## config.mk

```make
export PLATFORM = sky130hd
export DESIGN_NAME = if_fetch_unit
export DESIGN_NICKNAME = d
export VERILOG_FILES = /design/src/rtl/if_fetch_unit.sv
export SDC_FILE = /design/constraint.sdc
export NUM_CORES = 1
export LEC_CHECK = 0
export CORE_UTILIZATION = 47
export DETAILED_ROUTE_END_ITERATION = 6
export PLACE_DENSITY = 0.81
export SYNTH_ARGS = -nofsm -noshare
export SYNTH_HDL_FRONTEND = slang
export SYNTH_SLANG_ARGS = --single-unit
```

## constraint.sdc

```tcl
create_clock -name clk_i -period 4.3 [get_ports clk_i]
set_input_delay 0.86 -clock clk_i [delete_from_list [all_inputs] [get_ports clk_i]]
set_output_delay 0.86 -clock clk_i [all_outputs]
set_load 0.005 [all_outputs]
```

## src/rtl/if_fetch_unit.sv

```systemverilog
// if_fetch_unit: instruction-fetch front end feeding the IF/ID register.
// Issues word-aligned requests over a req/ack handshake and holds the
// returned instruction in a one-entry buffer. The buffer is released by a
// downstream consume (valid and no hazard). A flush redirects the fetch PC
// and discards the buffered instruction and any in-flight instruction.
// Optional build macro FETCH_PERF_CNT_EN adds saturating wait/drop
// counters. Without it, both perf ports are tied to zero.
//
// state | meaning
// ------+----------------------------------------------------------------
// IDLE  | pc_q is the next fetch address; may issue when buffer frees up
// REQ   | request to req_addr_q outstanding, buffer empty
// DROP  | redirected request outstanding, its data will be thrown away
module if_fetch_unit #(
   parameter logic [31:0] RESET_PC = 32'h0000_0000,
   parameter logic [31:0] INST_NOP = 32'h0000_0000
) (
   input  logic        clk_i,
   input  logic        rst_i,
   input  logic        hazard_i,
   input  logic        flush_i,
   input  logic [31:0] flush_pc_i,
   output logic        mem_req_o,
   output logic [31:0] mem_addr_o,
   input  logic        mem_ack_i,
   input  logic [31:0] mem_data_i,
   output logic [31:0] pc_o,
   output logic [31:0] inst_o,
   output logic        valid_o,
   output logic [31:0] perf_wait_cnt_o,
   output logic [31:0] perf_drop_cnt_o
);

   typedef enum logic [1:0] {
      ST_IDLE = 2'd0,
      ST_REQ  = 2'd1,
      ST_DROP = 2'd2
   } state_e;

   state_e      state_q, state_d;
   logic [31:0] pc_q, pc_d;
   logic [31:0] req_addr_q, req_addr_d;
   logic        buf_valid_q, buf_valid_d;
   logic [31:0] buf_pc_q, buf_pc_d;
   logic [31:0] buf_inst_q, buf_inst_d;
   logic        consume;

   assign consume = buf_valid_q & ~hazard_i;

   // Memory request: IDLE issues only when the buffer is empty or drains this cycle
   always_comb begin
      mem_req_o  = 1'b0;
      mem_addr_o = req_addr_q;
      case (state_q)
         ST_IDLE: begin
            mem_req_o  = ~buf_valid_q | consume;
            mem_addr_o = pc_q;
         end
         ST_REQ, ST_DROP: begin
            mem_req_o  = 1'b1;
            mem_addr_o = req_addr_q;
         end
         default: begin
            mem_req_o  = 1'b0;
            mem_addr_o = req_addr_q;
         end
      endcase
   end

   // Next-state, fetch PC and buffer update; flush overrides hazard and ack data
   always_comb begin
      state_d     = state_q;
      pc_d        = pc_q;
      req_addr_d  = req_addr_q;
      buf_valid_d = buf_valid_q;
      buf_pc_d    = buf_pc_q;
      buf_inst_d  = buf_inst_q;
      if (flush_i) begin
         buf_valid_d = 1'b0;
         buf_pc_d    = 32'h0000_0000;
         buf_inst_d  = INST_NOP;
         // Low bits of the target are dropped by masking so every bit is consumed.
         pc_d        = flush_pc_i & 32'hFFFF_FFFC;
         if (mem_req_o && !mem_ack_i) begin
            state_d    = ST_DROP;
            req_addr_d = mem_addr_o;
         end else begin
            state_d = ST_IDLE;
         end
      end else begin
         case (state_q)
            ST_IDLE: begin
               if (mem_req_o) begin
                  if (mem_ack_i) begin
                     buf_valid_d = 1'b1;
                     buf_pc_d    = pc_q;
                     buf_inst_d  = mem_data_i;
                     pc_d        = pc_q + 32'd4;
                  end else begin
                     state_d     = ST_REQ;
                     req_addr_d  = pc_q;
                     buf_valid_d = 1'b0;
                     buf_pc_d    = 32'h0000_0000;
                     buf_inst_d  = INST_NOP;
                  end
               end
            end
            ST_REQ: begin
               if (mem_ack_i) begin
                  state_d     = ST_IDLE;
                  buf_valid_d = 1'b1;
                  buf_pc_d    = req_addr_q;
                  buf_inst_d  = mem_data_i;
                  pc_d        = req_addr_q + 32'd4;
               end
            end
            ST_DROP: begin
               if (mem_ack_i) begin
                  state_d = ST_IDLE;
               end
            end
            default: begin
               state_d = ST_IDLE;
            end
         endcase
      end
   end

   // State and datapath registers
   always_ff @(posedge clk_i) begin
      if (rst_i) begin
         state_q     <= ST_IDLE;
         pc_q        <= RESET_PC;
         req_addr_q  <= RESET_PC;
         buf_valid_q <= 1'b0;
         buf_pc_q    <= 32'h0000_0000;
         buf_inst_q  <= INST_NOP;
      end else begin
         state_q     <= state_d;
         pc_q        <= pc_d;
         req_addr_q  <= req_addr_d;
         buf_valid_q <= buf_valid_d;
         buf_pc_q    <= buf_pc_d;
         buf_inst_q  <= buf_inst_d;
      end
   end

   assign valid_o = buf_valid_q;
   assign pc_o    = buf_pc_q;
   assign inst_o  = buf_inst_q;

`ifdef FETCH_PERF_CNT_EN
   logic [31:0] wait_cnt_q, wait_cnt_d;
   logic [31:0] drop_cnt_q, drop_cnt_d;
   logic        drop_ack;

   assign drop_ack = mem_ack_i & (flush_i | (state_q == ST_DROP));

   // Saturating counters: request cycles without ack, and discarded acks
   always_comb begin
      wait_cnt_d = wait_cnt_q;
      drop_cnt_d = drop_cnt_q;
      if (mem_req_o && !mem_ack_i && (wait_cnt_q != 32'hFFFF_FFFF)) begin
         wait_cnt_d = wait_cnt_q + 32'd1;
      end
      if (drop_ack && (drop_cnt_q != 32'hFFFF_FFFF)) begin
         drop_cnt_d = drop_cnt_q + 32'd1;
      end
   end

   // Counter registers
   always_ff @(posedge clk_i) begin
      if (rst_i) begin
         wait_cnt_q <= 32'h0000_0000;
         drop_cnt_q <= 32'h0000_0000;
      end else begin
         wait_cnt_q <= wait_cnt_d;
         drop_cnt_q <= drop_cnt_d;
      end
   end

   assign perf_wait_cnt_o = wait_cnt_q;
   assign perf_drop_cnt_o = drop_cnt_q;
`else
   assign perf_wait_cnt_o = 32'h0000_0000;
   assign perf_drop_cnt_o = 32'h0000_0000;
`endif

endmodule

```

==> summary.txt <==
Setup path
  • Max FO, Critical Path: 16
  • CP startpoint kind: flop
  • Critical path type: flop to output pin
  • Data arrival time of the worst path: 2.35 ns
  • Crit end category: output pin
  • WP data required: 3.44 ns

Logic synthesis
  • Synth Area in XOR/XNOR: 0.7405%
  • Multiplexer area fraction after synthesis: 10.31%
  • Synth Area in Simple Gates: 20.50%
  • Commonest cells in the netlist: dfxtp_1, nand2_1, a21oi_1
  • Top-count cell post-synth: dfxtp_1
  • Largest family of logic cells by synthesized area: simple AND/OR/NAND/NOR gates
  • Compound-Gate Fraction of Synth Area: 19.69%
  • Synth async-reset ratio: 0%
  • Prevailing post-synth register cell: dfxtp_1
  • Synthesized area: 0.007097 mm²
  • Post-synth EDFFs: 0
  • Distinct cells, synth: 61
  • Adder-cell share of the synthesized area: 0.7052%
  • Post-synthesis instance total: 863
  • #FFs+latches synth: 131
  • Syn Area/Cell: 8.223 µm²
  • Main area contributors after synthesis: dfxtp_1, mux2_2, buf_4
  • Post-synth top area cell: dfxtp_1
  • Yosys warning count: 0
  • Yosys top cell area share: 36.95%
  • Sequential share of the synthesized area: 36.95%

Floorplan
  • Rows: 44
  • Die width: 124.9 µm
  • Die H: 124.9 µm
  • # IOs: 231
  • Die Footprint: 0.01560 mm²
  • Initial Utilization: 48.46%
  • Core area: 0.01464 mm²

Power and ir drop
  • Leak: 3.438 nW
  • Power, Total: 0.003401 W
  • Internal power: 0.002498 W
  • Net switching power: 0.0009030 W
  • Sequential power share: 38.7%
  • Switching Fraction: 26.55%
  • Clock power share: 43.5%
  • Combinational power share: 17.7%
  • Max VDD drop: 0.2930 mV
  • PD cells: 367.6 mW/mm²

Detailed routing
  • Avg Vias per Cell: 5.629
  • Starting DRT DRC Count: 562
  • Residual DRC: 26
  • WL/cell: 17.14 µm
  • Initial DRT Pass Iterations: 7
  • Post-Route WL: 20,520 µm
  • DRT antenna net count: 0
  • Vias: 6,738

Global routing
  • Total gr overflow: 0
  • Vias in the first global route: 6,325
  • Initial antenna violation count: 0
  • Largest net degree at the start of global routing: 69
  • Global-route wire length before repair: 32,800 µm
  • Global-route usage over all layers: 26.45%

Clock network
  • CTS HTree Levels: 4
  • Post-CTS Setup Bufs: 0
  • Root buf cell: clkbuf_16
  • Max Buffers Root-to-Sink: 2
  • Worst-Skew Late Latency: 0.42 ns
  • Total CTS buffers: 17
  • CTS sink count: 131
  • Hold_buf cts: 0
  • Post-CTS Resized: 0
  • CTS tree: built
  • Worst-path clk slew: 0.06 ns

STA
  • Max Fclk: 311.8 MHz
  • Worst clock skew: 0.006677 ns
  • Hold Violations, Final: 0
  • Final Cycle Share: 74.58%
  • Clock period minus worst slack: 3.207 ns
  • Setup_tns: 0 ns
  • RSZ-0062 raised after global routing: no
  • Final number of setup-violating endpoints: 0
  • Final slew viol count: 0
  • Least-Margin Pin Slew: 0.8006 ns
  • Slew headroom: 46.43%

Finish
  • Multi-input gate area: 0.003960 mm²
  • Share of layout cells above drive strength 1: 11.45%
  • ANT cells: 0
  • Reg area: 0.002623 mm²
  • Layout area overhead: 30.38%
  • Fillers: 1,260
  • Nets@finish: 1,074

Run
  • Max-Cap Viols: 0

Placed design
  • Gp weighted congestion: 0.8542
  • Buffers on Ports: 164
  • Dpl hpwl: 13,790 µm

Min path
  • Hold WC Path Type: flop to flop

Outcome
  • Failing checks: design-rule violations
  • Outcome: complete, but fails checks
==> layout make-up <==
class | instances | area share [%]
well taps | 184 | 2.488
flip-flops and latches | 131 | 28.34
inverters | 7 | 0.2840
repair buffers | 187 | 19.55
multi-input cells | 657 | 42.80
clock buffers | 23 | 5.166
clock inverters | 8 | 1.366
==> cells in the final DEF (no fill, tap or decap), drive strengths merged, types with 4 or more instances in the layout <==
cell type      count
clkdlybuf4s50    163
and2               5
conb              64
nand2b             5
nor3              18
o32ai              6
o21a               5
nor2              84
a21oi             85
inv                7
o22ai              4
a211oi             5
and3              25
a22oi             45
ha                 4
nand4b             4
nand4             10
clkbuf            23
buf               24
or3                4
o21ai             14
a31o               4
nand3b            11
mux2              49
and3b              5
xnor2              5
nand2            100
a32oi              6
mux2i             18
dfxtp            131
nand3             24
nor4               5
==> worst max-delay path, cell delays in order (launching register included) <==
cell	delay [ns]
dfxtp_1	0.32
inv_1	0.09
ha_2	0.34
buf_4	0.32
mux2_2	0.39
clkdlybuf4s50_1	0.45
==> flip-flops by register name, indices dropped and copies added (netlist names), named ones only <==
register	flops
state_q	2
inst_o	32
valid_o	1
req_addr_q	32
pc_q	30
pc_o	32
==> cells by family (layout without fill, tap and decap cells) <==
group | Yosys count | count (layout)
AND/OR/NAND/NOR | 305 | 305
buffers and inverters | 138 | 225
other | 1 | 64
adder cells (fa/ha/maj) | 4 | 4
multiplexers | 67 | 67
flip-flops | 131 | 131
XOR/XNOR | 6 | 6
AO/OA/AOI/OAI | 211 | 211
==> per-stage QoR <==
step                worst slack (ns)  cell area, µm²  instances  util, %  hold slack [ns]
finish                         1.093            9253       1197    63.18           0.4573
global route                  0.9996            9253       1197    63.18           0.4882
CTS                            1.093            9253       1197    63.18           0.4573
detailed placement             1.119            8648       1166    59.06           0.4494
global placement               1.212            8648       1166    59.06           0.4440
floorplan                     0.9428            7333        926        -           0.4465
==> power by group through the flow <==
| stage | Sequential [W] | Combinational (W) | Clock (W) |
|---|---|---|---|
| 3_3_place_gp | 0.00134 | 0.000589 | 0 |
| 2_1_floorplan | 0.00133 | 0.000389 | 0 |
| 5_1_grt | 0.00132 | 0.000654 | 0.00156 |
| 3_5_place_dp | 0.00134 | 0.000596 | 0 |
| 6_report | 0.00132 | 0.000603 | 0.00148 |
| 4_1_cts | 0.00132 | 0.000600 | 0.00150 |
==> metal layers <==
metal	vias to the layer above	wire, µm	part of all wire [%]	global-route usage [%]
met5	-	0	0	0
met4	0	353	1.7	9.326
met3	30	2083	10	9.536
met2	318	9114	44	41.74
met1	3153	8965	44	33.18
li1	3237	-	-	-
==> final timing paths <==
path,cells after the start,to,startpoint,slack (ns)
min,2,pc_o[8],pc_o[8],0.46
min reg2reg,2,pc_o[8],pc_o[8],0.46
max reg2reg,8,pc_q[31],state_q[1],1.19
max,5,mem_addr_o[14],state_q[1],1.09
No activity file was read; power rests on OpenSTA's default activity.
